### src/rtl/la_ioring_seq_if.sv
// IO ring sequencer handshake bundle.
// Power request/ok in, ring control and busy out.
interface la_ioring_seq_if #(
  parameter int RINGW = 8
);
  logic             en;
  logic             pok;
  logic [RINGW-1:0] ioring;
  logic             busy;

  modport master (
    output en,
    output pok,
    input  ioring,
    input  busy
  );

  modport slave (
    input  en,
    input  pok,
    output ioring,
    output busy
  );
endinterface

### src/rtl/la_ioring_seq.sv
// IO ring power sequencer: OFF -> POR -> REL -> UNISO -> ON,
// with timed PWRDN back to OFF and pok-loss abort.
module la_ioring_seq #(
  parameter     PROP  = "DEFAULT",
  parameter int RINGW = 8,
  parameter int DELAY = 16
) (
  input  logic          clk,
  input  logic          reset,
  la_ioring_seq_if.slave io
);
  localparam int CW = (DELAY > 1) ? $clog2(DELAY + 1) : 1;
  localparam logic [CW-1:0] LOAD = CW'(DELAY - 1);

  typedef enum logic [2:0] {
    OFF, POR, REL, UNISO, ON, PWRDN
  } state_t;

  state_t          state_q, state_d;
  logic [CW-1:0]   cnt_q, cnt_d;
  logic            sync_q, pok_s_q;
  logic [3:0]      ctl_q, ctl_d;
  logic            busy_q, busy_d;
  logic [RINGW-1:0] ring;

  always_comb begin
    state_d = state_q;
    cnt_d   = cnt_q;
    if (state_q == OFF) begin
      cnt_d = '0;
      if (io.en && pok_s_q) begin
        state_d = POR;
        cnt_d   = LOAD;
      end
    end else if (!pok_s_q) begin
      state_d = OFF;
      cnt_d   = '0;
    end else begin
      unique case (state_q)
        POR, REL, UNISO: begin
          if (!io.en) begin
            state_d = PWRDN;
            cnt_d   = LOAD;
          end else if (cnt_q == '0) begin
            state_d = (state_q == POR) ? REL :
                      (state_q == REL) ? UNISO : ON;
            cnt_d   = (state_q == UNISO) ? '0 : LOAD;
          end else begin
            cnt_d = cnt_q - 1'b1;
          end
        end
        ON: begin
          if (!io.en) begin
            state_d = PWRDN;
            cnt_d   = LOAD;
          end
        end
        PWRDN: begin
          if (cnt_q == '0) begin
            state_d = OFF;
          end else begin
            cnt_d = cnt_q - 1'b1;
          end
        end
        default: begin
          state_d = OFF;
          cnt_d   = '0;
        end
      endcase
    end
  end

  // Outputs decoded from next state so they are registered with it
  always_comb begin
    ctl_d  = 4'b0010;
    busy_d = 1'b0;
    unique case (state_d)
      POR:     begin ctl_d = 4'b0010; busy_d = 1'b1; end
      REL:     begin ctl_d = 4'b0011; busy_d = 1'b1; end
      UNISO:   begin ctl_d = 4'b0001; busy_d = 1'b1; end
      ON:      begin ctl_d = 4'b1101; busy_d = 1'b0; end
      PWRDN:   begin ctl_d = 4'b0011; busy_d = 1'b1; end
      default: begin ctl_d = 4'b0010; busy_d = 1'b0; end
    endcase
  end

  always_ff @(posedge clk or posedge reset) begin
    if (reset) begin
      state_q <= OFF;
      cnt_q   <= '0;
      sync_q  <= 1'b0;
      pok_s_q <= 1'b0;
      ctl_q   <= 4'b0010;
      busy_q  <= 1'b0;
    end else begin
      state_q <= state_d;
      cnt_q   <= cnt_d;
      sync_q  <= io.pok;
      pok_s_q <= sync_q;
      ctl_q   <= ctl_d;
      busy_q  <= busy_d;
    end
  end

  always_comb begin
    ring      = '0;
    ring[3:0] = ctl_q;
  end

  assign io.ioring = ring;
  assign io.busy   = busy_q;
endmodule

### src/flat_wrapper.sv
// flat-port wrapper written by rule: the top's interface ports become plain ports
module la_ioring_seq_flat 
#(
  parameter     PROP  = "       ",
  parameter int RINGW = 8,
  parameter int DELAY = 16
)
  (clk, reset, io_en, io_pok, io_ioring, io_busy);
  la_ioring_seq_if #(.RINGW(RINGW)) io_i ();
  input  logic clk;
  input  logic reset;
  input wire logic [$bits(io_i.en)-1:0] io_en;
  input wire logic [$bits(io_i.pok)-1:0] io_pok;
  output wire logic [$bits(io_i.ioring)-1:0] io_ioring;
  output wire logic [$bits(io_i.busy)-1:0] io_busy;
  assign io_i.en = io_en;
  assign io_i.pok = io_pok;
  assign io_ioring = io_i.ioring;
  assign io_busy = io_i.busy;
  la_ioring_seq #(.PROP(PROP), .RINGW(RINGW), .DELAY(DELAY)) u_core (.clk(clk), .reset(reset), .io(io_i));
endmodule
### config.mk
export PLATFORM = sky130hd
export DESIGN_NAME = la_ioring_seq_flat
export DESIGN_NICKNAME = d
export VERILOG_FILES = /design/src/rtl/la_ioring_seq_if.sv /design/src/rtl/la_ioring_seq.sv /design/src/flat_wrapper.sv
export SDC_FILE = /design/constraint.sdc
export NUM_CORES = 1
export LEC_CHECK = 0
export BUFFER_PORTS_ARGS = -buffer_cell sky130_fd_sc_hd__buf_2
export CAP_MARGIN = 40
export CORE_UTILIZATION = 50
export CTS_CLUSTER_SIZE = 20
export DETAILED_ROUTE_END_ITERATION = 8
export PLACE_DENSITY = 0.71
export SYNTH_ARGS = -nofsm -noshare
export SYNTH_HDL_FRONTEND = slang
export SYNTH_SLANG_ARGS = --single-unit
### constraint.sdc
create_clock -name clk -period 2.4 [get_ports clk]
set_input_delay 0.48 -clock clk [delete_from_list [all_inputs] [get_ports clk]]
set_output_delay 0.48 -clock clk [all_outputs]
set_load 0.03 [all_outputs]
==> out/summary.txt <==
Netlist cell types: 44
CP cell instances: inv_1, ha_1, or4b_4, a21oi_2, o2111ai_1, mux2_1
Placed Area: 953.4 um^2
layout cells sized above 1: 18.35%
FMAX: 482.8 MHz
reg-to-reg endpoint: u_core.ctl_q[1]
Synth Area per Inst: 9.023 um^2
Via density: 5.858
Starting Density: 53.76%
Buf/Inv on CP: 1
hold crit path type: primary input to asynchronous set/reset pin
Area Overhead vs Synth: 4.400%
Yosys reg bits: 14
ANT cells: 0
Final Hold Viols: 0
Critical Path Start Type: flip-flop
vias in the first global route: 726
sequential fraction of the synthesis area: 37.47%
Least-Margin Pin Slew: 537.6 ps
router iterations before antenna repair: 4
Final TNS setup: 0 ps
drt drc: 0
Post-CTS Setup Bufs: 0
die height: 45.32 um
Routed WL: 1.856 mm
worst-skew pair later-pin latency: 280 ps
part of the cycle the worst path needs: 86.30%
Ys Warns: 0
Crit. Startpoint: u_core.cnt_q[0]
Power Dens Cells: 1038 nW/um^2
chip width: 45.32 um
pin count of the biggest net entering global routing: 17
Hold Buf Count CTS: 0
maximum VDD drop: 0.0005500 V
Max Cap Violations: 0
CP top delay family: simple AND/OR/NAND/NOR gates
critical path fanouts, max: 6
leakage power: 0.4420 nW
CP peak stage delay: 530 ps
Worst EP required: 2610 ps
cells after synthesis: 104
Reg2Reg Setup Slack: 330 ps
initial antenna violation count: 0
post-route cell area: 979.7 um^2
Critical Path Sink Type: flip-flop
CP arrival: 2280 ps
H-tree depth: 1
# IOs: 13
Resized Gates After CTS: 0
relative slew slack: 63.86%
Post-layout nets: 115
CP Class: flip-flop to flip-flop
path depth of the worst reg2reg path: 6
Post-synth EDFFs: 0
global-route wire length before repair: 3.194 mm
wire per inst: 13.85 um
Slew Viols, Final: 0
FF-to-FF Start: u_core.cnt_q[0]
CTS tree: built
fin crit period: 2071 ps
Post-synth ARST share: 100.0%
Fillers: 162
RSZ-0062 raised after global routing: false
DPL Wire Length: 1.346 mm
Setup Viol. Count Final: 0
Most used DFF post-synth: dfrtp_1
Num CTS Buffers: 3
status: complete, no violations
die area: 2054 um^2
root buf cell: clkbuf_4
Routability Congestion: 0.9029
Port Buffer Count: 8
Cell Area, Synth: 938.4 um^2
GRT overflow: 0
GRT Util Overall: 22.27%
routed vias: 785
# rows: 15
CP Depth: 6
core region area: 1745 um^2
Clock Sink Count: 14
clock slew at reported path FFs: 80 ps
DRT antenna net count: 0
slowest CP cell: or4b_4
Clock Path Buffers: 2
Clock Skew: 8.551 ps
iteration-0 DRC count of the detailed router: 21
## metal layers
layer  GRT usage [%]  wire, um  up-vias
met3           4.800        86        6
met4           12.12        39        0
li1                -         -      376
met1           30.63       872      374
met2           32.46       857       29
met5               0         0        -
## Yosys cell counts (2+ instances only)
cell type,count,area [um^2]
dfrtp_1,13,325.3
inv_1,10,37.54
a21oi_1,7,35.03
nand2_1,7,26.28
nor2_1,6,22.52
buf_4,5,37.54
or2_2,4,25.02
buf_2,3,15.01
nor2b_1,3,18.77
nor3_1,3,15.01
a211oi_1,2,15.01
a21boi_0,2,15.01
a21o_1,2,15.01
a31oi_1,2,12.51
nand3_1,2,10.01
nor3b_1,2,15.01
o2111ai_1,2,17.52
o221ai_1,2,17.52
o31ai_1,2,15.01
## cell families after synthesis
kind of cell | after synthesis | share of synthesized area, %
AO/OA/AOI/OAI | 31 | 24.53
XOR/XNOR | 2 | 1.867
adder cells (fa/ha/maj) | 1 | 1.333
buffers and inverters | 20 | 11.20
flip-flops | 14 | 37.47
multiplexers | 1 | 1.200
other | 1 | 0.3996
AND/OR/NAND/NOR | 34 | 22.00
## per-stage QoR
stage	utilization [%]	total power, mW	setup WS (ps)	hold slack, ps	std cells
after floorplan	-	0.7988	521.1	331.2	107
after global placement	54.62	0.8658	391.8	333.4	130
after detailed placement	54.62	0.8728	337.2	334.7	130
after CTS	56.13	1.014	316.2	225.2	134
after global routing	56.13	1.096	59.52	257.1	134
final	56.13	1.017	328.7	207.2	134
## flip-flops by register name, summed over array words and instances (netlist names)
name / count
u_core.cnt_q: 5
u_core.ctl_q: 3
u_core.pok_s_q: 1
u_core.sync_q: 1
u_core.io.busy: 1
u_core.state_q: 3
## cell type report
class,count,area [um^2],share of cell area (%)
clock buffers,4,26.28,2.682
flip-flops and latches,14,351.6,35.89
well taps,25,31.28,3.193
multi-input cells,73,493.0,50.32
inverters,10,37.54,3.831
repair buffers,8,40.04,4.087
## placed cells by master, fill, tap and decap left out, types with 3 or more instances in the layout
cell type,count
dfrtp_1,13
inv_1,10
buf_2,8
nand2_1,7
a21oi_1,7
nor2_1,6
or2_2,4
conb_1,4
nor2b_1,3
nor3_1,3
clkbuf_4,3
## how the worst max path moves through the flow
| stage | end |
|---|---|
| 6_report | u_core.ctl_q[1] |
| 5_1_grt | u_core.ctl_q[1] |
| 4_1_cts | u_core.ctl_q[1] |
| 3_5_place_dp | u_core.ctl_q[1] |
| 3_3_place_gp | u_core.ctl_q[1] |
| 2_1_floorplan | u_core.ctl_q[1] |
## report_power, final
group / internal (mW) / leakage, nW / switching, mW / total, mW
combinational: 0.207 / 0.250 / 0.272 / 0.479
sequential: 0.296 / 0.177 / 0.104 / 0.400
clock: 0.0646 / 0.0150 / 0.0739 / 0.138
No activity file was read; power rests on OpenSTA's default activity.
